### config.mk
export PLATFORM = sky130hd
export DESIGN_NAME = fifo_id_skid_stage
export DESIGN_NICKNAME = d
export VERILOG_FILES = /design/src/rtl/fifo_id_skid_stage_pkg.sv /design/src/rtl/fifo_id_skid_stage_reg.sv /design/src/rtl/fifo_id_skid_stage.sv
export SDC_FILE = /design/constraint.sdc
export NUM_CORES = 1
export LEC_CHECK = 0
export ABC_AREA = 1
export CORE_UTILIZATION = 47
export CTS_BUF_LIST = sky130_fd_sc_hd__clkbuf_8
export DETAILED_ROUTE_END_ITERATION = 8
export GPL_ROUTABILITY_DRIVEN = 0
export PLACE_DENSITY_LB_ADDON = 0.2
export SLEW_MARGIN = 20
export SYNTH_ARGS = -nofsm -noshare
export SYNTH_HDL_FRONTEND = slang
export SYNTH_SLANG_ARGS = --single-unit
### constraint.sdc
create_clock -name clk -period 1.9 [get_ports clk]
set_clock_uncertainty 0.15 [all_clocks]
set_input_delay 0.285 -clock clk [delete_from_list [all_inputs] [get_ports clk]]
set_output_delay 0.285 -clock clk [all_outputs]
set_load 0.005 [all_outputs]
### src/rtl/fifo_id_skid_stage_pkg.sv
// Shared constants, state encoding and payload-width helper for the fetch-buffer to decode skid stage.
package fifo_id_skid_stage_pkg;

  localparam logic [31:0] INST_NOP = 32'h0340_0000;
  localparam logic [31:0] PC_RESET = 32'h1c00_0000;

  typedef enum logic [1:0] {
    FIDS_EMPTY = 2'd0,
    FIDS_ONE   = 2'd1,
    FIDS_TWO   = 2'd2
  } fids_state_e;

  function automatic int unsigned fids_payload_w(input int unsigned lanes,
                                                 input int unsigned inst_w,
                                                 input int unsigned addr_w,
                                                 input int unsigned exc_w);
    return lanes * (inst_w + 1) + 2 * addr_w + exc_w + 4;
  endfunction

endpackage

### src/rtl/fifo_id_skid_stage_reg.sv
// Generic enable/clear payload register used for the main and skid entries.
module fids_payload_reg #(
  parameter int unsigned W       = 8,
  parameter logic [W-1:0] RST_VAL = '0
) (
  input  logic         clk,
  input  logic         rstn,
  input  logic         clr,
  input  logic         en,
  input  logic [W-1:0] d,
  output logic [W-1:0] q
);

  logic [W-1:0] r_q;

  always_ff @(posedge clk) begin
    if (!rstn || clr) begin
      r_q <= RST_VAL;
    end else if (en) begin
      r_q <= d;
    end
  end

  assign q = r_q;

endmodule

### src/rtl/fifo_id_skid_stage.sv
// Fetch-buffer to decode pipeline register with a two-entry skid buffer.
// Optional FIFO_ID_PERF_EN adds stall/bubble performance counters.
module fifo_id_skid_stage
  import fifo_id_skid_stage_pkg::*;
#(
  parameter int unsigned LANES  = 2,
  parameter int unsigned INST_W = 32,
  parameter int unsigned ADDR_W = 32,
  parameter int unsigned EXC_W  = 7
) (
  input  logic                    clk,
  input  logic                    rstn,
  input  logic                    flush,
  input  logic                    fifo_readygo,
  output logic                    fifo_allowin,
  input  logic [LANES*INST_W-1:0] in_inst,
  input  logic [LANES-1:0]        in_lane_vld,
  input  logic [ADDR_W-1:0]       in_pc,
  input  logic [ADDR_W-1:0]       in_badv,
  input  logic [EXC_W-1:0]        in_exception,
  input  logic [1:0]              in_excp_flag,
  input  logic [1:0]              in_ibar_flag,
  input  logic                    id_allowin,
  output logic                    id_readygo,
  output logic [LANES*INST_W-1:0] out_inst,
  output logic [LANES-1:0]        out_lane_vld,
  output logic [ADDR_W-1:0]       out_pc,
  output logic [ADDR_W-1:0]       out_badv,
  output logic [EXC_W-1:0]        out_exception,
  output logic [1:0]              out_excp_flag,
  output logic [1:0]              out_ibar_flag
`ifdef FIFO_ID_PERF_EN
  ,
  output logic [31:0]             perf_stall_cnt,
  output logic [31:0]             perf_bubble_cnt
`endif
);

  localparam int unsigned PW = fids_payload_w(LANES, INST_W, ADDR_W, EXC_W);
  localparam logic [PW-1:0] RST_PAYLOAD = {{LANES{INST_W'(INST_NOP)}}, {LANES{1'b0}},
                                           ADDR_W'(PC_RESET), ADDR_W'(PC_RESET),
                                           {EXC_W{1'b0}}, 4'b0000};

  fids_state_e r_state;
  logic        r_readygo;
  logic        r_allowin;

  logic          w_push;
  logic          w_pop;
  logic          w_main_ld;
  logic          w_main_clr;
  logic          w_skid_ld;
  logic [PW-1:0] w_in;
  logic [PW-1:0] w_main_d;
  logic [PW-1:0] w_main_q;
  logic [PW-1:0] w_skid_q;

  assign w_push = fifo_readygo & r_allowin;
  assign w_pop  = r_readygo & id_allowin;

  assign w_in = {in_inst, in_lane_vld, in_pc, in_badv, in_exception, in_excp_flag, in_ibar_flag};

  // Main entry refills from input (EMPTY, or ONE with pop) or from skid when draining TWO.
  assign w_main_ld  = (w_push && (r_state == FIDS_EMPTY || w_pop)) || (r_state == FIDS_TWO && w_pop);
  assign w_main_clr = flush || (r_state == FIDS_ONE && w_pop && !w_push);
  assign w_skid_ld  = (r_state == FIDS_ONE) && w_push && !w_pop;
  assign w_main_d   = (r_state == FIDS_TWO) ? w_skid_q : w_in;

  always_ff @(posedge clk) begin
    if (!rstn || flush) begin
      r_state   <= FIDS_EMPTY;
      r_readygo <= 1'b0;
      r_allowin <= 1'b1;
    end else begin
      case (r_state)
        FIDS_EMPTY: begin
          if (w_push) begin
            r_state   <= FIDS_ONE;
            r_readygo <= 1'b1;
          end
        end
        FIDS_ONE: begin
          if (w_push && !w_pop) begin
            r_state   <= FIDS_TWO;
            r_allowin <= 1'b0;
          end else if (w_pop && !w_push) begin
            r_state   <= FIDS_EMPTY;
            r_readygo <= 1'b0;
          end
        end
        FIDS_TWO: begin
          if (w_pop) begin
            r_state   <= FIDS_ONE;
            r_allowin <= 1'b1;
          end
        end
        default: begin
          r_state   <= FIDS_EMPTY;
          r_readygo <= 1'b0;
          r_allowin <= 1'b1;
        end
      endcase
    end
  end

  fids_payload_reg #(.W(PW), .RST_VAL(RST_PAYLOAD)) u_main (
    .clk  (clk),
    .rstn (rstn),
    .clr  (w_main_clr),
    .en   (w_main_ld),
    .d    (w_main_d),
    .q    (w_main_q)
  );

  fids_payload_reg #(.W(PW), .RST_VAL(RST_PAYLOAD)) u_skid (
    .clk  (clk),
    .rstn (rstn),
    .clr  (flush),
    .en   (w_skid_ld),
    .d    (w_in),
    .q    (w_skid_q)
  );

  assign id_readygo   = r_readygo;
  assign fifo_allowin = r_allowin;
  assign {out_inst, out_lane_vld, out_pc, out_badv, out_exception, out_excp_flag, out_ibar_flag} = w_main_q;

`ifdef FIFO_ID_PERF_EN
  logic [31:0] r_stall_cnt;
  logic [31:0] r_bubble_cnt;

  // Counters survive flush; only reset clears them.
  always_ff @(posedge clk) begin
    if (!rstn) begin
      r_stall_cnt  <= 32'd0;
      r_bubble_cnt <= 32'd0;
    end else begin
      if (r_readygo && !id_allowin) r_stall_cnt  <= r_stall_cnt + 32'd1;
      if (!r_readygo && id_allowin) r_bubble_cnt <= r_bubble_cnt + 32'd1;
    end
  end

  assign perf_stall_cnt  = r_stall_cnt;
  assign perf_bubble_cnt = r_bubble_cnt;
`endif

endmodule

**After elaboration in Yosys (flattened, before gate mapping)**

Index checks and enable logic that the tools add are counted.
Widths: inputs -> output; s select.

- Output and inout port bits: 143
- Register bits after elaboration: 286
- Bits in writable memories: 0
- ROM bits: 0
- Bits in latches: 0
- Input bits: 146
- Memories: 0

- Shift-type cells: 0
- Bitwise gates (word level): 4
- $lt $le $gt $ge: 0
- Multiplexer cells: 13
- Multipliers: 0
- Equality and inequality tests: 8
- Reduce and logical (&&, ||, !) cells: 20
- Divide/modulo/power cells: 0
- Add/sub/neg operators: 0

Operators by type and width:

| operator | number |
|---|---|
| $mux 141 | 1 |
| $logic_and 1x1->1 | 8 |
| $mux 2 | 4 |
| $ne 2x2->1 const B | 3 |
| $pmux 1 s3 | 2 |
| $pmux 2 s3 | 1 |
| $reduce_and 3->1 | 2 |
| $logic_or 1x1->1 | 5 |
| $mux 1 | 5 |
| $ne 2x1->1 const B | 2 |
| $reduce_and 4->1 | 1 |
| $logic_not 1->1 | 3 |
| $ne 3x1->1 const B | 1 |
| $and 1x1->1 | 2 |
| $eq 2x1->1 const B | 1 |
| $eq 2x2->1 const B | 1 |
| $logic_not 2->1 | 1 |
| $not 1->1 | 2 |

**Depth between registers and ports, before layout**

- Depth after elaboration: 6
- Gate-level depth with buffers: 10
- Depth with buffers taken out: 7

**Hierarchy**

Synthesis repeated with hierarchy kept, for this count alone.

- Cell total of the unflattened synthesis: 1720
- Area total of the unflattened synthesis: 11786.3 um^2

By module, submodules not included:

| module | area each (um^2) | times used | cells each | sequential area each (um^2) |
|---|---|---|---|---|
| fids_payload_reg | 4899.7 | 2 | 614 | 2822.7 |
| fifo_id_skid_stage | 1986.9 | 1 | 492 | 80.1 |

**Worst setup path after synthesis**

No wires, ideal clock.

- Kind: flip-flop to flip-flop
- Start: register r_state[1]
- End: register u_skid.r_q[131], in the netlist u_skid.q[131]
- Arrival: 1.168 ns
- Period minus slack after synthesis: 1.448 ns
- Stages on the path, launching flop included: 11
- Setup slack: 0.452 ns
- Path buffers: 4
- Path through: dfxtp_1 -> buf_6 -> inv_2 -> nand2_1 -> nor2_1 -> nand2_1 -> buf_4 -> buf_6 -> buf_6 -> nand2_1 -> nand3_1

- Cells in the longest elaborated chain, start to end: 3

RTL lines:

| item | RTL line | text |
|---|---|---|
| start: declaration | fifo_id_skid_stage.sv:44 | `fids_state_e r_state;` |
| start signal: assignment | fifo_id_skid_stage.sv:71 | `r_state <= FIDS_EMPTY;` |
| start signal: assignment | fifo_id_skid_stage.sv:78 | `r_state <= FIDS_ONE;` |
| start signal: assignment | fifo_id_skid_stage.sv:84 | `r_state <= FIDS_TWO;` |
| $eq 2x1->1 | fifo_id_skid_stage.sv:66 | `assign w_skid_ld = (r_state == FIDS_ONE) && w_push && !w_pop;` |
| $logic_and 1x1->1 (2 in a row) | fifo_id_skid_stage.sv:66 |  |
| end signal: assignment | fifo_id_skid_stage_reg.sv:18 | `r_q <= RST_VAL;` |
| end signal: assignment | fifo_id_skid_stage_reg.sv:20 | `r_q <= d;` |
| end: declaration | fifo_id_skid_stage_reg.sv:14 | `logic [W-1:0] r_q;` |

No other way between the ends.
A chain may end at the register's enable or synchronous reset.

**Final worst setup path**

- Start: register u_main.r_q[2], in the netlist u_main.q[2]
- End: output out_excp_flag[0]

RTL lines:

| item | RTL line | text |
|---|---|---|
| start: declaration | fifo_id_skid_stage_reg.sv:14 |  |
| start signal: assignment | fifo_id_skid_stage_reg.sv:18 |  |
| start signal: assignment | fifo_id_skid_stage_reg.sv:20 |  |
| end: declaration | fifo_id_skid_stage.sv:30 | `output logic [1:0] out_excp_flag,` |

No word-level cell between the ends.

==> results_dict.tcl <==
set metrics [dict create \
    crit_path_max_fanout 2 \
    clock_sinks 286 \
    clock.fmax_mhz 533.9 \
    status "complete, no violations" \
    initial_core_util_pct 48.15 \
    synth_compound_area_share_pct 5.154 \
    final_common_cell "nand2_1" \
    yosysTopAreaCell "dfxtp_1" \
    vdd_ir_drop_max_mv 0.4786 \
    dp_hpwl_um 22110 \
    dieWidth_um 168.4 \
    cp_cell_sequence "clkdlybuf4s50_1" \
    die_y_um 168.4 \
    drcViolationCount 0 \
    fillers 2447 \
    worst_slack_ns 0.02692 \
    synth_top_family_by_area "simple AND/OR/NAND/NOR gates" \
    grt_pass1_wl_um 53630 \
    min_path_type "in -> reg" \
    yosysTopAreaCellShare_pct 44.00 \
    power.density_nw_per_um2 790.9 \
    synth.area.mux_share_pct 0 \
    worstMarginPinSlew_ns 0.4629 \
    synth-simple-area-share_pct 37.90 \
    cp-end-kind "primary output" \
    area_growth_pct 34.10 \
    cap_violations 0 \
    ant_nets 0 \
    finalSetupViolCount 0 \
    synth_area_um2 13010 \
    grt_pass1_vias 11471 \
    synth_xor_xnor_area_share_pct 0 \
    finalWirelength_um 33190 \
    rsz0062_at_grt "no" \
    post_drt_wl_per_cell_um 12.09 \
    yosysWarnings 0 \
    post-place-ws_ns -0.1418 \
    cts_root_buf "clkbuf_8" \
    critPathMaxStageDelay_ns 0.53 \
    netlist_instances 2105 \
    p_leak_nw 8.875 \
    drive_above_1_share_pct 6.032 \
    slew_violations 0 \
    setup.worst_path.start_class "register" \
    finalInstanceArea_um2 17450 \
    htreeDepth 2 \
    cts_made_buffers 48 \
    slew-limit-headroom_pct 69.14 \
    finalCriticalPeriod_ns 1.873 \
    worst_path_max_delay_cell "clkdlybuf4s50_1" \
    finalNetCount 2517 \
    dpl-instance-area_um2 16400 \
    core_area_um2 27030 \
    synth.distinct_cells 16 \
    antenna_found_initial 1 \
    rows 60 \
    yosysSeqAreaShare_pct 44.00 \
    drtIter0Drc 886 \
    multi_input_area_um2 5633 \
    drt_first_pass_iters 5 \
    syn-num-nets 2251 \
    clk_pin_slew_ns 0.06 \
    clk_latency_ns 0.55 \
    die-area_um2 28360 \
    num_vias 12615 \
    fin_util_pct 64.56 \
    ys_ff_latch 286 \
    grt-ovfl-total 0 \
    synth.top_cells.by_area "dfxtp_1 44%, nand2_1 21%, nor2_1 15%" \
    ioPinCount 289 \
    synthAdderAreaFrac_pct 0 \
    cp.required_ns 1.46 \
    finalHoldViolations 0 \
    cts_setup_buffers 0 \
    cts_tree "built" \
    grt_max_degree 115 \
    portBuffers 288 \
    finalCritPeriodShare_pct 98.58 \
    cp_data_arrival_time_ns 1.44 \
    syn_avg_cell_area_um2 6.182 \
    holdWs_ns 0.1856 \
    seqCellArea_um2 5744 \
    critPathTopFamily "buffers and inverters" \
    grt_usage_pct 22.88 \
    clockBufferDepth 3 \
    path_buf_inv 1 \
    final_cell_mix "727 x nand2_1, 522 x nor2_1, 274 x inv_1" \
    vias_per_cell 4.594 \
    critPathKind "reg -> out" \
    fin_total_pwr_w 0.01380 \
]
area by class of cell:
class	instances	area share (%)
Sequential cell	286	32.92
Multi-Input combinational cell	1429	32.28
Timing Repair Buffer	339	20.78
Inverter	266	5.758
Clock buffer	69	5.442
Tap cell	341	2.445
Clock inverter	14	0.3155
Timing Repair inverter	1	0.04302
Antenna cell	1	0.01434
stage by stage:
stage | instances | setup TNS (ns)
2_1_floorplan | 2105 | 0
3_3_place_gp | 2661 | -1.215
3_5_place_dp | 2661 | -5.867
4_1_cts | 2744 | 0
5_1_grt | 2746 | 0
6_report | 2746 | 0
state kept, by name, summed over array words and instances (netlist names):
name,cells
u_main.q,141
u_skid.q,141
fifo_allowin,1
id_readygo,1
r_state,2
Yosys cell counts (all sizes together):
| cell type | n |
|---|---|
| a21oi | 4 |
| buf | 91 |
| clkbuf | 33 |
| dfxtp | 286 |
| inv | 266 |
| nand2 | 731 |
| nand3 | 41 |
| nor2 | 523 |
| o21ai | 130 |
final timing paths:
path,startpoint,end,slack (ns),depth (start not counted)
max reg2reg,r_state[1]$_SDFFE_PP0P_,u_main.q[116]$_SDFFE_PP0P_,0.10,6
min reg2reg,u_skid.q[37]$_SDFFE_PP1P_,u_skid.q[37]$_SDFFE_PP1P_,0.33,2
max,u_main.q[2]$_SDFFE_PP0P_,out_excp_flag[0],0.03,1
min,in_ibar_flag[0],u_skid.q[0]$_SDFFE_PP0P_,0.19,3
worst min-delay path, delay by kind of cell:
family                 cells  cell delay [ns]
and+or+nand+nor            2             0.15
buffers and inverters      1             0.41
routing by layer:
metal / wire length (um) / global-route usage [%] / vias up
li1: - / - / 6681
met3: 2316 / 5.289 / 66
met2: 15280 / 38.48 / 337
met1: 14690 / 28.31 / 5531
met4: 905 / 8.933 / 0
met5: 0 / 0 / -
cell families after synthesis:
family                 after synthesis
AO/OA/AOI/OAI                      134
buffers and inverters              390
flip-flops                         286
AND/OR/NAND/NOR                   1295
timing repair:
| action | 4_1_cts | 5_1_grt |
|---|---|---|
| gates resized for setup | 18 | 14 |
| endpoints found under the setup margin | 17 | 20 |
| hold endpoints to repair | 0 | 0 |
| hold buffers | 0 | 0 |
| cloned | 0 | 1 |
report_power, final:
group / internal, W / total, W / switching (W)
registers: 0.00620 / 0.00631 / 0.000103
clock network: 0.00318 / 0.00559 / 0.00241
logic: 0.000949 / 0.00191 / 0.000960
total: 0.0103 / 0.0138 / 0.00347
Power figures use the tool's default switching activity.
